===== src/rtl/hi_lo_multiply_divide_unit.sv =====
// hi_lo_multiply_divide_unit
//
// Iterative radix-2 multiply/divide engine for MULT, MULTU, DIV and DIVU.
// It sits in the execute stage beside the ALU and produces the HI/LO results
// plus their write strobes. Each operation takes 34 cycles from the start
// edge to the end of the done pulse:
// the launch edge, DATA_WIDTH iteration edges, and one sign-fixup edge.
//
// Handshake: start is a valid-only request. It is accepted only in IDLE or
// DONE, and only when abort is low. While busy is high, start is ignored, so
// the hazard unit must stall. Because busy is registered, hazard logic must
// OR in start itself for the issue cycle. done and the HI/LO write strobes
// pulse for one cycle when a result is loaded. No ready back-pressure exists.
//
// Ports:
//   clk               rising-edge clock
//   reset_n           asynchronous active-low reset
//   start             mul/div request from execute; sampled in IDLE/DONE only
//   operation         00 MULTU, 01 MULT, 10 DIVU, 11 DIV
//   operand_a         Rs value (multiplicand / dividend)
//   operand_b         Rt value (multiplier / divisor)
//   abort             flush of the in-flight operation
//   busy              registered; high while iterating or fixing up
//   done              one-cycle pulse when the result is loaded
//   HI_register_write equals done
//   LO_register_write equals done
//   HI_result         product high word / remainder
//   LO_result         product low word / quotient
module hi_lo_multiply_divide_unit #(
    parameter int DATA_WIDTH = 32
) (
    input  logic                  clk,
    input  logic                  reset_n,
    input  logic                  start,
    input  logic [1:0]            operation,
    input  logic [DATA_WIDTH-1:0] operand_a,
    input  logic [DATA_WIDTH-1:0] operand_b,
    input  logic                  abort,
    output logic                  busy,
    output logic                  done,
    output logic                  HI_register_write,
    output logic                  LO_register_write,
    output logic [DATA_WIDTH-1:0] HI_result,
    output logic [DATA_WIDTH-1:0] LO_result
);

    localparam int CW = $clog2(DATA_WIDTH);
    localparam logic [CW-1:0] LAST_COUNT = CW'(DATA_WIDTH - 1);

    typedef enum logic [1:0] {
        IDLE  = 2'd0,
        RUN   = 2'd1,
        FIXUP = 2'd2,
        DONE  = 2'd3
    } state_t;

    state_t state;
    state_t next_state;

    logic [CW-1:0]           count;
    logic [2*DATA_WIDTH-1:0] acc;       // {high half, low half}
    logic [DATA_WIDTH-1:0]   b_mag;     // multiplicand addend or divisor magnitude
    logic                    sign_a;
    logic                    sign_b;
    logic                    is_div;
    logic                    div_zero;
    logic                    busy_q;
    logic                    done_q;

    logic                    launch;
    logic                    op_signed;
    logic                    a_neg;
    logic                    b_neg;
    logic [DATA_WIDTH-1:0]   a_mag_in;
    logic [DATA_WIDTH-1:0]   b_mag_in;

    logic [DATA_WIDTH:0]     mul_sum;
    logic [2*DATA_WIDTH-1:0] mul_next;
    logic [DATA_WIDTH:0]     div_shift;
    logic [DATA_WIDTH+1:0]   div_diff;
    logic [2*DATA_WIDTH-1:0] div_next;

    logic [2*DATA_WIDTH-1:0] prod_fixed;
    logic [DATA_WIDTH-1:0]   fix_hi;
    logic [DATA_WIDTH-1:0]   fix_lo;

    // ------------------------------------------------------------------
    // Next-state logic
    // ------------------------------------------------------------------
    always_comb begin
        next_state = state;
        launch     = 1'b0;
        case (state)
            IDLE, DONE: begin
                if (start && !abort) begin
                    next_state = RUN;
                    launch     = 1'b1;
                end else begin
                    next_state = IDLE;
                end
            end
            RUN: begin
                if (abort) begin
                    next_state = IDLE;
                end else if (count == LAST_COUNT) begin
                    next_state = FIXUP;
                end
            end
            FIXUP: begin
                next_state = abort ? IDLE : DONE;
            end
            default: next_state = IDLE;
        endcase
    end

    // ------------------------------------------------------------------
    // Operand conditioning: signed ops iterate on magnitudes
    // ------------------------------------------------------------------
    always_comb begin
        op_signed = operation[0];
        a_neg     = op_signed & operand_a[DATA_WIDTH-1];
        b_neg     = op_signed & operand_b[DATA_WIDTH-1];
        a_mag_in  = a_neg ? (~operand_a + 1'b1) : operand_a;
        b_mag_in  = b_neg ? (~operand_b + 1'b1) : operand_b;
    end

    // ------------------------------------------------------------------
    // One iteration of shift-add multiply and restoring divide
    // ------------------------------------------------------------------
    always_comb begin
        // Multiply: the low half holds the remaining multiplier bits, and
        // the product grows into the high half as it shifts right.
        mul_sum  = {1'b0, acc[2*DATA_WIDTH-1:DATA_WIDTH]}
                 + {1'b0, (acc[0] ? b_mag : {DATA_WIDTH{1'b0}})};
        mul_next = {mul_sum, acc[DATA_WIDTH-1:1]};

        // Divide: shift the next dividend bit into the remainder, then
        // subtract the divisor. A borrow restores the shifted value.
        div_shift = {acc[2*DATA_WIDTH-1:DATA_WIDTH], acc[DATA_WIDTH-1]};
        div_diff  = {1'b0, div_shift} - {2'b00, b_mag};
        if (div_diff[DATA_WIDTH+1]) begin
            div_next = {div_shift[DATA_WIDTH-1:0], acc[DATA_WIDTH-2:0], 1'b0};
        end else begin
            div_next = {div_diff[DATA_WIDTH-1:0], acc[DATA_WIDTH-2:0], 1'b1};
        end
    end

    // ------------------------------------------------------------------
    // Sign fixup
    // ------------------------------------------------------------------
    always_comb begin
        prod_fixed = (sign_a ^ sign_b) ? (~acc + 1'b1) : acc;
        if (is_div) begin
            // A zero divisor leaves the dividend magnitude in the remainder.
            // Re-applying the dividend sign therefore restores the original
            // operand_a, and the all-ones quotient bypasses the sign logic.
            fix_hi = sign_a ? (~acc[2*DATA_WIDTH-1:DATA_WIDTH] + 1'b1)
                            : acc[2*DATA_WIDTH-1:DATA_WIDTH];
            if (div_zero) begin
                fix_lo = {DATA_WIDTH{1'b1}};
            end else begin
                fix_lo = (sign_a ^ sign_b) ? (~acc[DATA_WIDTH-1:0] + 1'b1)
                                           : acc[DATA_WIDTH-1:0];
            end
        end else begin
            fix_hi = prod_fixed[2*DATA_WIDTH-1:DATA_WIDTH];
            fix_lo = prod_fixed[DATA_WIDTH-1:0];
        end
    end

    // ------------------------------------------------------------------
    // State, datapath and result registers
    // ------------------------------------------------------------------
    always_ff @(posedge clk or negedge reset_n) begin
        if (!reset_n) begin
            state     <= IDLE;
            count     <= '0;
            acc       <= '0;
            b_mag     <= '0;
            sign_a    <= 1'b0;
            sign_b    <= 1'b0;
            is_div    <= 1'b0;
            div_zero  <= 1'b0;
            busy_q    <= 1'b0;
            done_q    <= 1'b0;
            HI_result <= '0;
            LO_result <= '0;
        end else begin
            state  <= next_state;
            busy_q <= (next_state == RUN) || (next_state == FIXUP);
            done_q <= (next_state == DONE);
            if (launch) begin
                count    <= '0;
                acc      <= {{DATA_WIDTH{1'b0}}, a_mag_in};
                b_mag    <= b_mag_in;
                sign_a   <= a_neg;
                sign_b   <= b_neg;
                is_div   <= operation[1];
                div_zero <= operation[1] && (operand_b == '0);
            end else if (state == RUN && !abort) begin
                count <= count + 1'b1;
                acc   <= is_div ? div_next : mul_next;
            end else if (state == FIXUP && !abort) begin
                HI_result <= fix_hi;
                LO_result <= fix_lo;
            end
        end
    end

    assign busy              = busy_q;
    assign done              = done_q;
    assign HI_register_write = done_q;
    assign LO_register_write = done_q;

endmodule


===== config.mk =====
export PLATFORM = sky130hd
export DESIGN_NAME = hi_lo_multiply_divide_unit
export DESIGN_NICKNAME = d
export VERILOG_FILES = /design/src/rtl/hi_lo_multiply_divide_unit.sv
export SDC_FILE = /design/constraint.sdc
export NUM_CORES = 1
export LEC_CHECK = 0
export BUFFER_PORTS_ARGS = -buffer_cell sky130_fd_sc_hd__buf_2
export CAP_MARGIN = 0
export CELL_PAD_IN_SITES_DETAIL_PLACEMENT = 0
export CELL_PAD_IN_SITES_GLOBAL_PLACEMENT = 1
export CORE_ASPECT_RATIO = 0.6
export CORE_MARGIN = 2
export CORE_UTILIZATION = 40
export CTS_CLUSTER_DIAMETER = 50
export DETAILED_ROUTE_END_ITERATION = 10
export PLACE_DENSITY_LB_ADDON = 0.1
export SLEW_MARGIN = 10
export SYNTH_ARGS = -nofsm -noshare
export SYNTH_HDL_FRONTEND = slang
export SYNTH_SLANG_ARGS = --single-unit
export TNS_END_PERCENT = 50

===== constraint.sdc =====
create_clock -name clk -period 5.19 [get_ports clk]
set_input_delay 1.038 -clock clk [delete_from_list [all_inputs] [get_ports clk]]
set_output_delay 1.038 -clock clk [all_outputs]
set_load 0.02 [all_outputs]

* After elaboration in Yosys (flattened, before gate mapping)
Index checks and enable logic that the tools add are counted.
** Word-level totals
- Logic and storage cells :: 70
- Input port bits :: 70
- Output and inout bits :: 68
- Bits in registers :: 173
** Cells by class
- Bitwise gates (word level) :: 10
- Muxes and demuxes :: 22
- Add/sub/neg operators :: 8
- Eq/ne operators :: 7
- Reduce and logical (&&, ||, !) cells :: 11
** Operator list (number)
- 2-to-1 mux 64 bit :: 5
- 2-to-1 mux 32 bit :: 8
- adder 32 x 1 -> 32 bit, second input constant :: 4
- NOT 32 bit :: 4
- adder 64 x 1 -> 64 bit, second input constant :: 1
- NOT 64 bit :: 1
- subtractor 33 x 32 -> 34 bit :: 1
- adder 32 x 32 -> 33 bit :: 1
- logical NOT 32 bit :: 1
- 2-to-1 mux 5 bit :: 2
- == test 2 bit, second input constant :: 4
- 2-to-1 mux 2 bit :: 3
- case mux 2 bit (3 select lines) :: 1
- adder 5 x 1 -> 5 bit, second input constant :: 1
- == test 5 bit, second input constant :: 1
- == test 2 x 1 -> 1 bit, second input constant :: 2
- logical AND 1 bit :: 4
- 2-to-1 mux 1 bit :: 3
- AND reduction 3 bit :: 1
- bitwise AND 1 bit :: 2
- logical NOT 2 bit :: 1
- NOT 1 bit :: 2
- nonzero test 2 bit :: 1
- OR reduction 2 bit :: 1
- other kinds (3) :: 3

* Depth between registers and ports, before layout
Gate-level depths: netlist of the first run.
- Depth after elaboration :: 6
- Gate-level depth with buffers :: 13
- Depth with buffers taken out :: 12

* Least setup slack after synthesis of the first run
OpenSTA, ideal clock, no wires.
- Path type :: input-to-reg
- Start :: input port operand_b[10]
- End :: register b_mag[25]
- Buffers on the path :: 0
- Data required time :: 5.061 ns
- Cell stages on the path :: 8
- Setup time :: 0.129 ns
- Setup slack :: 1.840 ns
- Arrival :: 3.221 ns
- Cell sequence :: or4_4 > nor4_4 > or3b_4 > or3_4 > or2_4 > o41ai_4 > xor2_1 > o21ai_1
** On the way
- Cells in the longest elaborated chain, start to end :: 3
** RTL lines
- from (decl) :: RTL line 37 : input logic [DATA_WIDTH-1:0] operand_b,
- NOT 32 bit :: RTL line 124 : b_mag_in = b_neg ? (~operand_b + 1'b1) : operand_b;
- adder 32 x 1 -> 32 bit :: RTL line 124
- 2-to-1 mux 32 bit :: RTL line 124
- to (signal assigned) :: RTL line 195 : b_mag <= b_mag_in;
- to (decl) :: RTL line 62 : logic [DATA_WIDTH-1:0] b_mag;
No other way between the ends.
A chain may end at the register's enable or synchronous reset.

* Worst setup path after layout of the first run
- Start :: register acc[52]
- End :: register acc[32]
** On the way
- Cells in the longest elaborated chain, start to end :: 5
** RTL lines
- from (decl) :: RTL line 61 : logic [2*DATA_WIDTH-1:0] acc;
- from (signal assigned) :: RTL line 194 : acc <= {{DATA_WIDTH{1'b0}}, a_mag_in};
- from (signal assigned) :: RTL line 202 : acc <= is_div ? div_next : mul_next;
- subtractor 33 x 32 -> 34 bit :: RTL line 140 : div_diff = {1'b0, div_shift} - {2'b00, b_mag};
- 2-to-1 mux 64 bit :: RTL line 141 : if (div_diff[DATA_WIDTH+1]) begin
- 2-to-1 mux 64 bit :: RTL line 202
- 2-to-1 mux 64 bit :: RTL line 200 : end else if (state == RUN && !abort) begin
- 2-to-1 mux 64 bit :: RTL line 192 : if (launch) begin
No other way between the ends. The select of a mux whose other input is x is not followed.

==> results.sh, run 1 <==
export IMPL_timing_rr_start="acc[52]"
export IMPL_core_mm2=0.0353
export IMPL_cts_hold_buf=0
export IMPL_outcome="completed"
export IMPL_hp_start="HI_result[8]"
export IMPL_seqPwrFrac_pct=33.1
export IMPL_antenna_left=0
export IMPL_powerDensity_mw_per_mm2=329
export IMPL_clock_fmax_mhz=250
export IMPL_cts_sinks=173
export IMPL_synth_compound_area_share_pct=25.6
export IMPL_synth_seq_area_share_pct=30.0
export IMPL_synth_top_cell_area_share_pct=30.0
export IMPL_crit_type="reg -> reg"
export IMPL_postPlaceCellArea_mm2=0.0155
export IMPL_crit_path_frequent_cell="nand4_1"
export IMPL_cp_arrival_ps=4370
export IMPL_drc_errors=0
export IMPL_final_min_clock_period_ps=4010
export IMPL_synth_mux_area_share_pct=3.09
export IMPL_yosys_area_share_simple_pct=20.3
export IMPL_vias=14106
export IMPL_synth_top_family_by_area="compound AO/OA/AOI/OAI gates"
export IMPL_n_fill_cell=3538
export IMPL_ys_types=81
export IMPL_p_leak_nw=7.25
export IMPL_grt_max_degree=82
export IMPL_diodes=0
export IMPL_cts_setup_buffers=0
export IMPL_die_h_um=151
export IMPL_ir_drop_mv=0.238
export IMPL_die_area_mm2=0.0377
export IMPL_wire_per_inst_um=22.2
export IMPL_internal_power_mw=2.99
export IMPL_start_util_pct=40.9
export IMPL_critPathMaxFanout=16
export IMPL_synthArstFlopShare_pct=100
export IMPL_dp_hpwl_mm=41.4
export IMPL_synth_ff_type="dfrtp_1"
export IMPL_p_comb_share_pct=40.4
export IMPL_synth_xor_area_share_pct=9.71
export IMPL_slowest_delay_ps=1030
export IMPL_tns_ps=0
export IMPL_track_usage_pct=28.1
export IMPL_postLayoutCoreUtil_pct=45.7
export IMPL_rows=53
export IMPL_clkSlewWorstSetupHoldPaths_ps=70
export IMPL_overflow=0
export IMPL_grt_pass1_vias=12775
export IMPL_hold_ws_ps=476
export IMPL_holdCritPathClass="reg -> reg"
export IMPL_area_growth_pct=11.8
export IMPL_synth_edf_count=0
export IMPL_period_share_pct=77.2
export IMPL_drive_gt1_share_pct=12.5
export IMPL_io_pins=138
export IMPL_antenna_found_initial=1
export IMPL_hold_violations=0
export IMPL_switching_share_pct=43.8
export IMPL_fin_nets=2051
export IMPL_setup_viol=0
export IMPL_yosys_area_top_type="dfrtp_1"
export IMPL_drt_first_pass_iters=6
export IMPL_regToRegSetupSlack_ps=1180
export IMPL_rsz0062_at_grt="false"
export IMPL_worst_ep_required_time_ps=5550
export IMPL_min_path_cells=2
export IMPL_yosys_area_share_adder_pct=6.61
export IMPL_port_buffers=137
export IMPL_wl_mm=52.9
export IMPL_critPathSlowestCell="o21ai_1"
export IMPL_clk_latency_ps=470
export IMPL_postSynthAreaPerCell_um2=7.88
export IMPL_relSlewSlack_pct=31.6
export IMPL_gp_congestion=0.964
export IMPL_r2r_end="acc[32]"
export IMPL_register_area_mm2=0.00433
export IMPL_endpoint_kind="flip-flop"
export IMPL_die_w_um=249
export IMPL_p_sw_mw=2.33
export IMPL_start_kind="flip-flop"
export IMPL_multiInputGateArea_mm2=0.00943
export IMPL_clockRootBuffer="clkbuf_16"
export IMPL_grt_pass1_wl_mm=79.9
export IMPL_clock_skew_ps=18.3
export IMPL_slew_violations=0
export IMPL_ys_warn_count=0
export IMPL_netlist_top_cells_area="dfrtp_1 (30%), ha_1 (6.3%), o21ai_0 (6.2%)"
export IMPL_clockBufferDepth=2
export IMPL_drt_iter0_markers=1610
export IMPL_syn_cell_area_mm2=0.0144
export IMPL_cts_tree="built"
export IMPL_tightestPinTransition_ps=1020
export IMPL_cts_resized=0
export IMPL_vias_per_cell=5.91
export IMPL_numCtsBuffers=17
export IMPL_hold_path_end="HI_result[8]"
export IMPL_reg2reg_depth=8
export IMPL_clkPwrFrac_pct=26.5
export IMPL_stdcell_area_mm2=0.0161
export IMPL_maxCapViolCount=0
export IMPL_ys_seq_elements=173
export IMPL_path_cells="ha_1, nand4_1, nor2_1, nand4_1, o21ai_1, buf_4, mux2_2, o221ai_1"
export IMPL_synthCells=1830
export IMPL_mappedNetlistNets=1975
export IMPL_htree_levels=4
-- cells in the mapped netlist, types with 6 or more instances --
cell type and count:
a211oi_1 12, a21o_1 27, a21oi_1 146, a221oi_1 7, a22o_1 8, a22oi_1 6, a31oi_1 22, and2_1 11
and3_1 13, buf_1 6, clkbuf_1 93, dfrtp_1 173, ha_1 73, inv_1 73, mux2i_1 40, nand2_1 206
nand2b_1 12, nand3_1 33, nand4_1 16, nor2_1 180, nor2b_1 12, nor3_1 32, nor4_1 20, o211ai_1 64
o21a_1 13, o21ai_0 179, o21ai_1 6, o21bai_1 8, o31ai_1 21, o41ai_1 9, or2_2 15, or3_1 18
or4_1 14, xnor2_1 88, xor2_1 72
-- worst max-delay path by stage --
stage / endpoint / start / cells past startpoint
2_1_floorplan: b_mag[25] / operand_b[10] / 8
3_3_place_gp: acc[29] / operand_a[13] / 9
3_5_place_dp: acc[29] / operand_a[13] / 9
4_1_cts: acc[32] / acc[52] / 8
5_1_grt: acc[32] / acc[52] / 8
6_report: acc[32] / acc[52] / 8
-- layout by cell type, fill, tap and decap left out, types with 6 or more instances in the layout --
master     count
nand2_1      206
o21ai_0      179
nor2_1       179
dfrtp_1      172
a21oi_1      145
buf_2        136
xnor2_1       88
inv_1         73
ha_1          73
xor2_1        72
o211ai_1      64
mux2i_1       40
nand3_1       33
nor3_1        31
a21o_1        27
buf_4         26
a31oi_1       22
o31ai_1       21
nor4_1        20
or3_1         17
clkbuf_16     17
nand4_1       16
or4_1         14
or2_2         14
and3_1        13
o21a_1        13
nand2b_1      12
a211oi_1      12
and2_1        11
nor2b_1       11
o41ai_1        9
a22o_1         8
o21bai_1       8
a221oi_1       7
o21ai_1        6
a22oi_1        6
-- critical path, delay by kind of cell, from the launching register on --
family / cells / cell delay [ps]
simple gates: 3 / 960
flops: 1 / 530
buf+inv: 1 / 360
fa+ha+maj: 1 / 540
compound gates: 2 / 1170
mux: 1 / 350
-- flip-flops by register name, indices dropped and copies added, names as in the netlist --
name               count
div_zero               1
sign_b                 1
state                  2
LO_result             32
b_mag                 32
HI_result             32
acc                   64
busy                   1
is_div                 1
HI_register_write      1
count                  5
sign_a                 1
-- metal layers --
metal  track usage (%)  share of wire, %  up-vias
met3              11.6                12       30
met5                 0                 0        -
met4              4.40              0.74        0
li1                  -                 -     6768
met2              32.5                34      621
met1              45.9                53     6687
-- power groups by stage --
stage | sequential [mW] | combinational [mW] | clock (mW)
after global placement | 1.76 | 2.10 | 0
final | 1.76 | 2.15 | 1.41
after global routing | 1.77 | 2.35 | 1.48
after detailed placement | 1.76 | 2.08 | 0
after floorplan | 1.60 | 1.51 | 0
after CTS | 1.73 | 2.09 | 1.43
-- kinds of logic after synthesis --
kind of cell	after synthesis
AOI/OAI and AO/OA	585
xor gates and xnor gates	160
adders and majority gates	75
buffers and inverters	179
DFF	173
muxes	44
and+or+nand+nor	614
-- layout make-up --
| type | count | area share, % |
|---|---|---|
| multi-input combinational | 1478 | 58.5 |
| sequential | 173 | 26.9 |
| timing repair buffer | 163 | 5.50 |
| tap | 467 | 3.62 |
| clock buffer | 17 | 2.64 |
| inverter | 73 | 1.70 |
| clock inverter | 15 | 1.19 |
-- per-stage QoR --
| stage | setup slack, ps | total power, mW | cells |
|---|---|---|---|
| floorplan | 1840 | 3.11 | 1830 |
| global placement | 1320 | 3.86 | 2354 |
| detailed placement | 1270 | 3.85 | 2354 |
| CTS | 1280 | 5.25 | 2386 |
| global route | 999 | 5.60 | 2386 |
| finish | 1180 | 5.31 | 2386 |
No activity file was read; power rests on OpenSTA's default activity.
==> run 2: changes to the inputs <==
clock period = 3.6 ns   (was 5.19 ns; I/O delays follow)
==> results.sh, run 2 (same netlist as run 1, synthesis figures left out) <==
export IMPL_vias=14401
export IMPL_cts_hold_buf=0
export IMPL_outcome="completed"
export IMPL_die_w_um=249
export IMPL_dp_hpwl_mm=42.6
export IMPL_drt_first_pass_iters=5
export IMPL_core_mm2=0.0353
export IMPL_met3_usage_pct=12.5
export IMPL_area_growth_pct=15.6
export IMPL_fin_nets=2118
export IMPL_wire_per_inst_um=22.0
export IMPL_busiest_layer="met1"
export IMPL_grt_max_degree=66
export IMPL_worst_ep_required_time_ps=3980
export IMPL_largest_register_ffs=64
export IMPL_clkSlewWorstSetupHoldPaths_ps=90
export IMPL_layout_commonest_cell="nand2_1"
export IMPL_clock_skew_ps=18.2
export IMPL_crit_type="reg -> reg"
export IMPL_p_leak_nw=7.58
export IMPL_multiInputGateArea_mm2=0.00945
export IMPL_hold_violations=0
export IMPL_most_common_layout_cells="nand2_1 (206), o21ai_0 (179), nor2_1 (179)"
export IMPL_clk_latency_ps=470
export IMPL_powerDensity_mw_per_mm2=463
export IMPL_clockRootBuffer="clkbuf_16"
export IMPL_io_pins=138
export IMPL_grt_pass1_wl_mm=81.3
export IMPL_regMostFlops="acc"
export IMPL_n_fill_cell=3581
export IMPL_vias_per_cell=5.87
export IMPL_relSlewSlack_pct=48.7
export IMPL_track_usage_pct=28.7
export IMPL_gp_congestion=0.968
export IMPL_fin_total_pwr_mw=7.71
export IMPL_ir_drop_mv=0.368
export IMPL_wl_mm=53.9
export IMPL_clockBufferDepth=2
export IMPL_rows=53
export IMPL_maxCapViolCount=0
export IMPL_endpoint_kind="flip-flop"
export IMPL_tightestPinTransition_ps=769
export IMPL_antenna_left=0
export IMPL_port_buffers=137
export IMPL_grt_pass1_vias=13120
export IMPL_period_share_pct=95.4
export IMPL_drt_iter0_markers=1528
export IMPL_htree_levels=4
export IMPL_overflow=0
export IMPL_die_area_mm2=0.0377
export IMPL_diodes=0
export IMPL_numCtsBuffers=17
export IMPL_drive_gt1_share_pct=15.6
export IMPL_cts_sinks=173
export IMPL_grt_use_met2_pct=32.4
export IMPL_grt_use_met1_pct=46.7
export IMPL_tns_ps=0
export IMPL_drc_errors=0
export IMPL_slew_violations=0
export IMPL_cp_arrival_ps=3820
export IMPL_clock_fmax_mhz=291
export IMPL_start_kind="flip-flop"
export IMPL_critPathMaxFanout=9
export IMPL_final_min_clock_period_ps=3430
export IMPL_setup_viol=0
export IMPL_holdCritPathClass="in -> async"
export IMPL_register_area_mm2=0.00433
export IMPL_cts_tree="built"
export IMPL_die_h_um=151
export IMPL_antenna_found_initial=0
export IMPL_start_util_pct=40.9
export IMPL_rsz0062_at_grt="false"
-- run 2: changes by cell type in the layout (fill, tap and decap cells not counted), sizes merged --
cell      change
clkinv        +2
bufinv        -2
clkinvlp      +4
buf          +67
inv           -4
-- run 2: stage by stage --
| stage | utilization [%] | cells | instance area, um2 | hold slack, ps | worst slack (ps) |
|---|---|---|---|---|---|
| 6_report | 47.3 | 2453 | 16700 | 255 | 165 |
| 5_1_grt | 47.3 | 2453 | 16700 | 301 | 34.5 |
| 4_1_cts | 47.2 | 2451 | 16600 | 270 | 210 |
| 3_5_place_dp | 45.5 | 2419 | 16100 | 465 | 238 |
| 3_3_place_gp | 45.5 | 2419 | 16100 | 455 | 235 |
| 2_1_floorplan | - | 1830 | 14400 | 424 | 487 |
-- run 2: where the power goes --
group	internal [mW]	total (mW)	switching, mW
logic	1.25	3.40	2.15
clock network	0.925	1.92	0.996
registers	2.12	2.39	0.274
-- run 2: area by class of cell --
class                           instances  share of cell area (%)
Multi-Input combinational cell       1478                    56.6
Sequential cell                       173                    26.0
Inverter                               73                    1.67
Timing Repair Buffer                  230                    8.71
Clock inverter                         15                   0.953
Clock buffer                           17                    2.55
Tap cell                              467                    3.50
-- run 2: final timing paths --
| kind | from | endpoint | slack [ps] | depth (start not counted) |
|---|---|---|---|---|
| setup / recovery | acc[0] | acc[57] | 170 | 14 |
| hold / removal | reset_n | count[0] | 260 | 1 |
| setup reg to reg | acc[0] | acc[57] | 170 | 14 |
| hold reg to reg | HI_result[21] | HI_result[21] | 470 | 2 |
| max in group asynchronous | reset_n | LO_result[19] | 2420 | 3 |
| min in group clk | HI_result[21] | HI_result[21] | 470 | 2 |
-- run 2: repair_timing --
| item | in CTS | in global routing |
|---|---|---|
| buffers inserted | 0 | 2 |
| endpoints found under the setup margin | 0 | 9 |
| gates resized for setup | 0 | 3 |
-- run 2: per-layer routing --
layer  up-vias  part of all wire [%]
li1       6897                     -
met1      6810                    53
met2       659                    33
met3        35                    14
met4         0                   1.1
met5         -                     0
-- run 2: critical path, stage by stage (launching register included) --
cell and delay [ps]:
dfrtp_1 470, clkinvlp_4 280, buf_4 210, nor2_1 100, ha_1 300, a21o_1 200
a221o_1 330, o21ai_0 170, buf_4 170, a211oi_1 70, buf_4 160, o31ai_1 280
xnor2_1 250, o21ai_0 150, o21ai_0 200
